<file path="src/rtl/pc_fetch_unit.sv">
// Program counter and instruction fetch stage: one outstanding req/gnt/rvalid
// fetch at a time, with the result presented to decode over a valid/ready handshake.
module pc_fetch_unit #(
    parameter int              WIDTH        = 32,
    parameter logic [WIDTH-1:0] RESET_VECTOR = '0
) (
    input  logic             clk,
    input  logic             rst_n,
    input  logic [1:0]       pc_sel,
    input  logic [WIDTH-1:0] branch_target,
    input  logic [WIDTH-1:0] jump_target,
    input  logic [WIDTH-1:0] trap_vector,
    output logic             imem_req,
    output logic [WIDTH-1:0] imem_addr,
    input  logic             imem_gnt,
    input  logic             imem_rvalid,
    input  logic [WIDTH-1:0] imem_rdata,
    output logic             instr_valid,
    output logic [WIDTH-1:0] instr,
    output logic [WIDTH-1:0] instr_pc,
    input  logic             id_ready
);

    typedef enum logic [1:0] {
        S_IDLE,
        S_REQ,
        S_WAIT,
        S_HOLD
    } state_t;

    state_t           state;
    logic [WIDTH-1:0] pc;
    logic             kill;
    logic             req;
    logic             redirect;
    logic [WIDTH-1:0] target;

    // Redirect targets are always word aligned; the low two bits are dropped.
    function automatic logic [WIDTH-1:0] select_target(
        input logic [1:0]       sel,
        input logic [WIDTH-1:0] branch_addr,
        input logic [WIDTH-1:0] jump_addr,
        input logic [WIDTH-1:0] trap_addr
    );
        logic [WIDTH-1:0] result;
        case (sel)
            2'b01:   result = branch_addr;
            2'b10:   result = jump_addr;
            2'b11:   result = trap_addr;
            default: result = '0;
        endcase
        result[1:0] = 2'b00;
        return result;
    endfunction

    assign redirect  = (pc_sel != 2'b00);
    assign target    = select_target(pc_sel, branch_target, jump_target, trap_vector);
    assign imem_addr = pc;
    assign imem_req  = req;

    always_ff @(posedge clk or negedge rst_n) begin
        if (!rst_n) begin
            state       <= S_IDLE;
            pc          <= RESET_VECTOR;
            kill        <= 1'b0;
            req         <= 1'b0;
            instr_valid <= 1'b0;
            instr       <= '0;
            instr_pc    <= '0;
        end else begin
            case (state)
                S_IDLE: begin
                    state <= S_REQ;
                    req   <= 1'b1;
                end
                S_REQ: begin
                    if (redirect) pc <= target;
                    if (imem_gnt) begin
                        // A redirect in the grant cycle orphans the response now in flight.
                        kill  <= redirect;
                        state <= S_WAIT;
                        req   <= 1'b0;
                    end
                end
                S_WAIT: begin
                    if (imem_rvalid) begin
                        if (kill || redirect) begin
                            kill  <= 1'b0;
                            if (redirect) pc <= target;
                            state <= S_REQ;
                            req   <= 1'b1;
                        end else begin
                            instr       <= imem_rdata;
                            instr_pc    <= pc;
                            pc          <= pc + WIDTH'(4);
                            instr_valid <= 1'b1;
                            state       <= S_HOLD;
                        end
                    end else if (redirect) begin
                        pc   <= target;
                        kill <= 1'b1;
                    end
                end
                S_HOLD: begin
                    // Redirect wins over id_ready: the held instruction is flushed.
                    if (redirect) begin
                        pc          <= target;
                        instr_valid <= 1'b0;
                        state       <= S_REQ;
                        req         <= 1'b1;
                    end else if (id_ready) begin
                        instr_valid <= 1'b0;
                        state       <= S_REQ;
                        req         <= 1'b1;
                    end
                end
                default: begin
                    state <= S_IDLE;
                    req   <= 1'b0;
                end
            endcase
        end
    end

endmodule

</file>
<file path="config.mk">
export PLATFORM = sky130hd
export DESIGN_NAME = pc_fetch_unit
export DESIGN_NICKNAME = d
export VERILOG_FILES = /design/src/rtl/pc_fetch_unit.sv
export SDC_FILE = /design/constraint.sdc
export NUM_CORES = 1
export LEC_CHECK = 0
export BUFFER_PORTS_ARGS = -buffer_cell sky130_fd_sc_hd__clkbuf_2
export CAP_MARGIN = 20
export CORE_MARGIN = 1.5
export CORE_UTILIZATION = 50
export CTS_CLUSTER_DIAMETER = 150
export CTS_CLUSTER_SIZE = 20
export DETAILED_ROUTE_END_ITERATION = 10
export PLACE_DENSITY = 0.84
export SKIP_CTS_REPAIR_TIMING = 1
export SKIP_LAST_GASP = 1
export SLEW_MARGIN = 40
export SYNTH_ARGS = -nofsm -noshare
export SYNTH_HDL_FRONTEND = slang
export SYNTH_SLANG_ARGS = --single-unit
export TNS_END_PERCENT = 50
</file>
<file path="constraint.sdc">
create_clock -name clk -period 4.8 [get_ports clk]
set_input_delay 1.44 -clock clk [delete_from_list [all_inputs] [get_ports clk]]
set_output_delay 1.44 -clock clk [all_outputs]
set_load 0.02 [all_outputs]
</file>
### After elaboration in Yosys (flattened, before gate mapping)

Index checks and enable logic that the tools add are counted.

* word-level logic and storage cells: 61
* flip-flop bits (word level): 101

* eq/ne operators: 13
* reduce and logical (&&, ||, !) cells: 12
* add/sub/neg operators: 1
* bitwise logic cells: 1
* muxes and demuxes: 27

Operators with widths (number)
* 2-to-1 mux 32 bit: 3
* one-hot mux 32 bit (3 select lines): 1
* one-hot mux 32 bit (2 select lines): 1
* adder 32 x 3 -> 32 bit, second input constant: 1
* 2-to-1 mux 1 bit: 13
* AND reduction 4 bit: 3
* 2-to-1 mux 2 bit: 5
* != test 3 bit, second input constant: 3
* equality test 2 bit, second input constant: 4
* != test 2 bit, second input constant: 4
* one-hot mux 2 bit (4 select lines): 1
* nonzero test 2 bit: 4
* AND reduction 3 bit: 2
* equality test 2 x 1 -> 1 bit, second input constant: 2
* one-hot mux 1 bit (2 select lines): 2
* one-hot mux 1 bit (4 select lines): 1
* zero test 2 bit: 1
* OR reduction 2 bit: 1
* logical OR 1 bit: 1
* inverter 1 bit: 1

### Depth between registers and ports, before layout

* depth in word-level cells: 6
* mapped depth: 8
* mapped depth without buffers: 7

### Worst setup path before layout

OpenSTA, ideal clock, no wires.

* kind: input port to flip-flop
* start point: input port pc_sel[1]
* end point: register instr[0]
* stages: 6
* setup time: 0.125 ns
* path slack: 1.731 ns
* data required time: 4.675 ns
* arrival: 2.944 ns
* buffers on the path: 3
* path through: clkbuf_1 nor3_1 and3_1 buf_2 buf_2 mux2_2

* longest elaborated chain between the ends: 4

Ends and longest elaborated chain
* start: declaration: line 9 `input logic [1:0] pc_sel,`
* nonzero test 2 bit: line 56 `assign redirect = (pc_sel != 2'b00);`
* logical OR 1 bit: line 87 `if (kill || redirect) begin`
* inverter 1 bit (no source line)
* AND reduction 3 bit (no source line)
* end signal: assignment: line 93 `instr <= imem_rdata;`
* end: declaration: line 19 `output logic [WIDTH-1:0] instr,`

Every way passes these cells.
A chain may end at the register's enable or synchronous reset.

### Worst setup path after layout

* start point: input port pc_sel[0]
* end point: register pc[19], in the netlist imem_addr[19]

* longest elaborated chain between the ends: 6
* elaborated cells between the ends (all ways): 10
* those cells by class: 3 x eq/ne; 5 x mux; 2 x reduce/logical

Ends and longest elaborated chain
* equality test 2 bit / equality test 2 x 1 -> 1 bit (equally long branches): line 46 `case (sel)`
* one-hot mux 32 bit (3 select lines): line 46
* 2-to-1 mux 32 bit
* 2-to-1 mux 32 bit: line 87
* 2-to-1 mux 32 bit: line 86 `if (imem_rvalid) begin`
* one-hot mux 32 bit (2 select lines) *: line 71 `case (state)`
* end signal: assignment: line 77 `if (redirect) pc <= target;`
* end signal: assignment: line 89 `if (redirect) pc <= target;`
* end signal: assignment: line 100 `pc <= target;`
* end: declaration: line 32 `logic [WIDTH-1:0] pc;`

Mark *: on every way between the ends. The rest lies on a longest branch, timed or not.

==> results.yml <==
critical_path:
  r2r-start: "state[1]$_DFFE_PN0P_"
  cp-start-kind: "input pin"
  r2r_end: "imem_addr[31]$_DFFE_PN0P_"
  cp_num_cells: 7
  crit_type: "input pin to flip-flop"
  worstPathArrival_ps: 3680
  critPathBufInv: 2
  critPathMaxStageDelay_ps: 540
  critPathLaunch: "pc_sel[0]"
  critPathCapture: "imem_addr[19]$_DFFE_PN0P_"
  endpoint_kind: "flip-flop"
  r2r_cells: 7
  crit_family: "simple AND/OR/NAND/NOR gates"
  cp_max_fo: 12
  r2r_setup_slack_ps: 2100
  crit_path_cell_trace: "clkbuf_2 > nor3_1 > nand3_1 > buf_4 > nor2_1 > nand2_1 > o311ai_0"
  cp_slowest_cell: "nor3_1"
  critPathRequiredTime_ps: 5060
yosys:
  syn_avg_cell_area_um2: 11.1
  synth_cell_type_count: 45
  synth_edf_count: 0
  synth_top_flop_cell: "dfrtp_1"
  ys_ff_latch: 101
  async_flop_share_pct: 100
  syn_nets: 606
  syn_inst: 465
  synth.cell_area_um2: 5150
  ys_seq_area_share_pct: 49.1
  yosysWarnings: 0
timing:
  setup-tns-final_ps: 0
  relSlewSlack_pct: 44.0
  report.final.slew_viol_count: 0
  period_share_pct: 71.3
  tightest_slew_ps: 839
  hold_viol: 0
  finalClockSkew_ps: 15.1
  max_freq_ghz: 0.292
  setup_viol: 0
  min_period_ps: 3420
  rsz0062_at_grt: "no"
  fin_ws_ps: 1380
detailed_routing:
  wl_per_cell_um: 17.9
  vias: 4755
  ant_nets: 0
  drt_pre_antenna_iters: 5
  vias_per_cell: 5.80
  totalWireLength_um: 14700
  drtIter0Drc: 257
  drc: 0
cts:
  cts_buffers: 9
  cts_root_buf: "clkbuf_8"
  clk_latency_ps: 370
  cts.sinks: 101
  htree_num_levels: 3
  cts.clk_slew.worst_paths_ps: 110
  cts_buffer_depth: 2
  cts_tree: "built"
hold_path:
  hold_class: "flip-flop to flip-flop"
  holdCritStartpoint: "imem_req$_DFFE_PN0P_"
global_routing:
  grt_overflow: 0
  track_usage_pct: 27.5
  grt_max_degree: 86
  antenna_found_initial: 0
  grt_first_pass_wirelength_um: 24000
  grt_pass1_vias: 4965
status:
  status: "finished, final reports clean"
floorplanning:
  io_pins: 233
  die_area_um2: 10900
  initial_core_util_pct: 52.2
  rows: 36
  fp.coreArea_um2: 9860
  die_h_um: 105
  die_x_um: 105
pwr:
  swShare_pct: 44.2
  ir_drop_uv: 333
  p_switching_mw: 1.65
  combPwrFrac_pct: 43.9
  clockPowerShare_pct: 15.3
  p_per_area_nw_per_um2: 565
  power_leakage_nw: 3.43
  p_seq_share_pct: 40.7
  power.internal_mw: 2.09
job:
  maxCapViolCount: 0
placement:
  dp_hpwl_um: 10800
  gp_congestion: 0.890
  port-buffer-count: 226
  place_ws_ps: 1090
cells_and_area:
  nets: 823
  multi_input_comb_area_um2: 2480
  syn2layout_area_growth_pct: 28.7
  drive_gt1_share_pct: 47.9
  register_area_um2: 2530
  num-fill-cells: 748
  n_antenna_cell: 0
## registers in the layout, indices dropped and copies added (netlist names)
| name | cells |
|---|---|
| state | 2 |
| imem_req | 1 |
| instr | 32 |
| instr_valid | 1 |
| kill | 1 |
| instr_pc | 32 |
| imem_addr | 32 |
## per-layer routing
| metal | wire length [um] | share of wire, % | track usage (%) | vias up |
|---|---|---|---|---|
| met3 | 1250 | 8.5 | 7.08 | 24 |
| met5 | 0 | 0 | 0 | - |
| li1 | - | - | - | 2180 |
| met2 | 7400 | 50 | 46.8 | 248 |
| met4 | 258 | 1.8 | 11.6 | 0 |
| met1 | 5810 | 39 | 32.9 | 2303 |
## synth_stat cells, drive strengths merged, types with 2 or more instances
cell type,number,area share [%]
a31oi,8,0.97
a311oi,4,0.68
clkbuf,15,1.1
nor4,3,0.66
nor3,8,0.78
or2,3,0.36
nand2b,3,0.36
a41oi,2,0.34
nand2,23,1.7
a21oi,30,2.9
buf,14,1.3
and3,17,2.1
and2,3,0.36
a221oi,6,1.0
nand3,9,0.97
mux2,65,14
o21ai,17,1.7
nor2,42,3.1
o32a,5,0.97
o22ai,2,0.24
o22a,11,1.9
mux2i,26,5.1
mux4,3,1.3
dfrtp,101,49
ha,6,1.5
nor2b,2,0.24
nand4,5,0.61
and4,5,0.85
a211oi,9,1.3
inv,6,0.44
## worst min-delay path by stage
| stage | cells after the start | to | slack [ps] |
|---|---|---|---|
| floorplan | 2 | state[0]$_DFFE_PN0P_ | 580 |
| global placement | 2 | imem_req$_DFFE_PN0P_ | 490 |
| detailed placement | 1 | instr_pc[0]$_DFFE_PN0P_ | 490 |
| CTS | 1 | instr_pc[0]$_DFFE_PN0P_ | 520 |
| global route | 1 | instr_pc[9]$_DFFE_PN0P_ | 540 |
| finish | 2 | imem_req$_DFFE_PN0P_ | 510 |
## logic make-up (layout without fill, tap and decap cells)
logic type / after synthesis / in the layout / share of synthesized area [%]
and+or+nand+nor: 126 / 126 / 12.6
AOI/OAI and AO/OA: 103 / 103 / 13.5
DFF: 101 / 101 / 49.1
muxes: 94 / 94 / 20.6
buffers and inverters: 35 / 257 / 2.82
adders and majority gates: 6 / 6 / 1.46
## cell type report
class	count	area share, %
Timing Repair Buffer	235	18.4
Clock inverter	7	1.30
Tap cell	133	2.51
Multi-Input combinational cell	329	37.5
Clock buffer	9	1.87
Inverter	6	0.340
Sequential cell	101	38.1
## power by group through the flow
stage	clock network (mW)	logic, mW	registers, mW
floorplan	0	0.663	1.86
global placement	0	1.60	1.51
detailed placement	0	1.64	1.54
CTS	0.592	1.65	1.52
global route	0.626	1.77	1.58
finish	0.575	1.65	1.53
## placed cells by master, fill, tap and decap left out, types with 9 or more instances in the layout
cell,Yosys,routed
a21oi_1,30,30
clkbuf_2,0,225
and3_1,17,16
o22a_1,11,11
a211oi_1,9,9
nand2_1,23,23
o21ai_0,17,17
dfrtp_1,101,101
mux2_2,65,65
clkbuf_8,0,10
mux2i_1,26,26
nor2_1,42,42
## worst reg2reg max path: cells and delay by family, from the launching register on
family / cells / cell delay [ps]
adders and majority gates: 1 / 280
DFF: 1 / 380
and+or+nand+nor: 2 / 1060
buffers and inverters: 1 / 100
AOI/OAI and AO/OA: 3 / 790
## metrics by stage
step           cells  hold WS [ps]  instance area (um2)  utilization [%]  power (mW)
3_3_place_gp     804           487                 6410             65.0        3.11
2_1_floorplan    465           576                 5150                -        2.52
3_5_place_dp     804           494                 6410             65.0        3.18
5_1_grt          820           535                 6630             67.2        3.98
6_report         820           509                 6630             67.2        3.75
4_1_cts          820           521                 6620             67.1        3.76
Power figures use the tool's default switching activity.
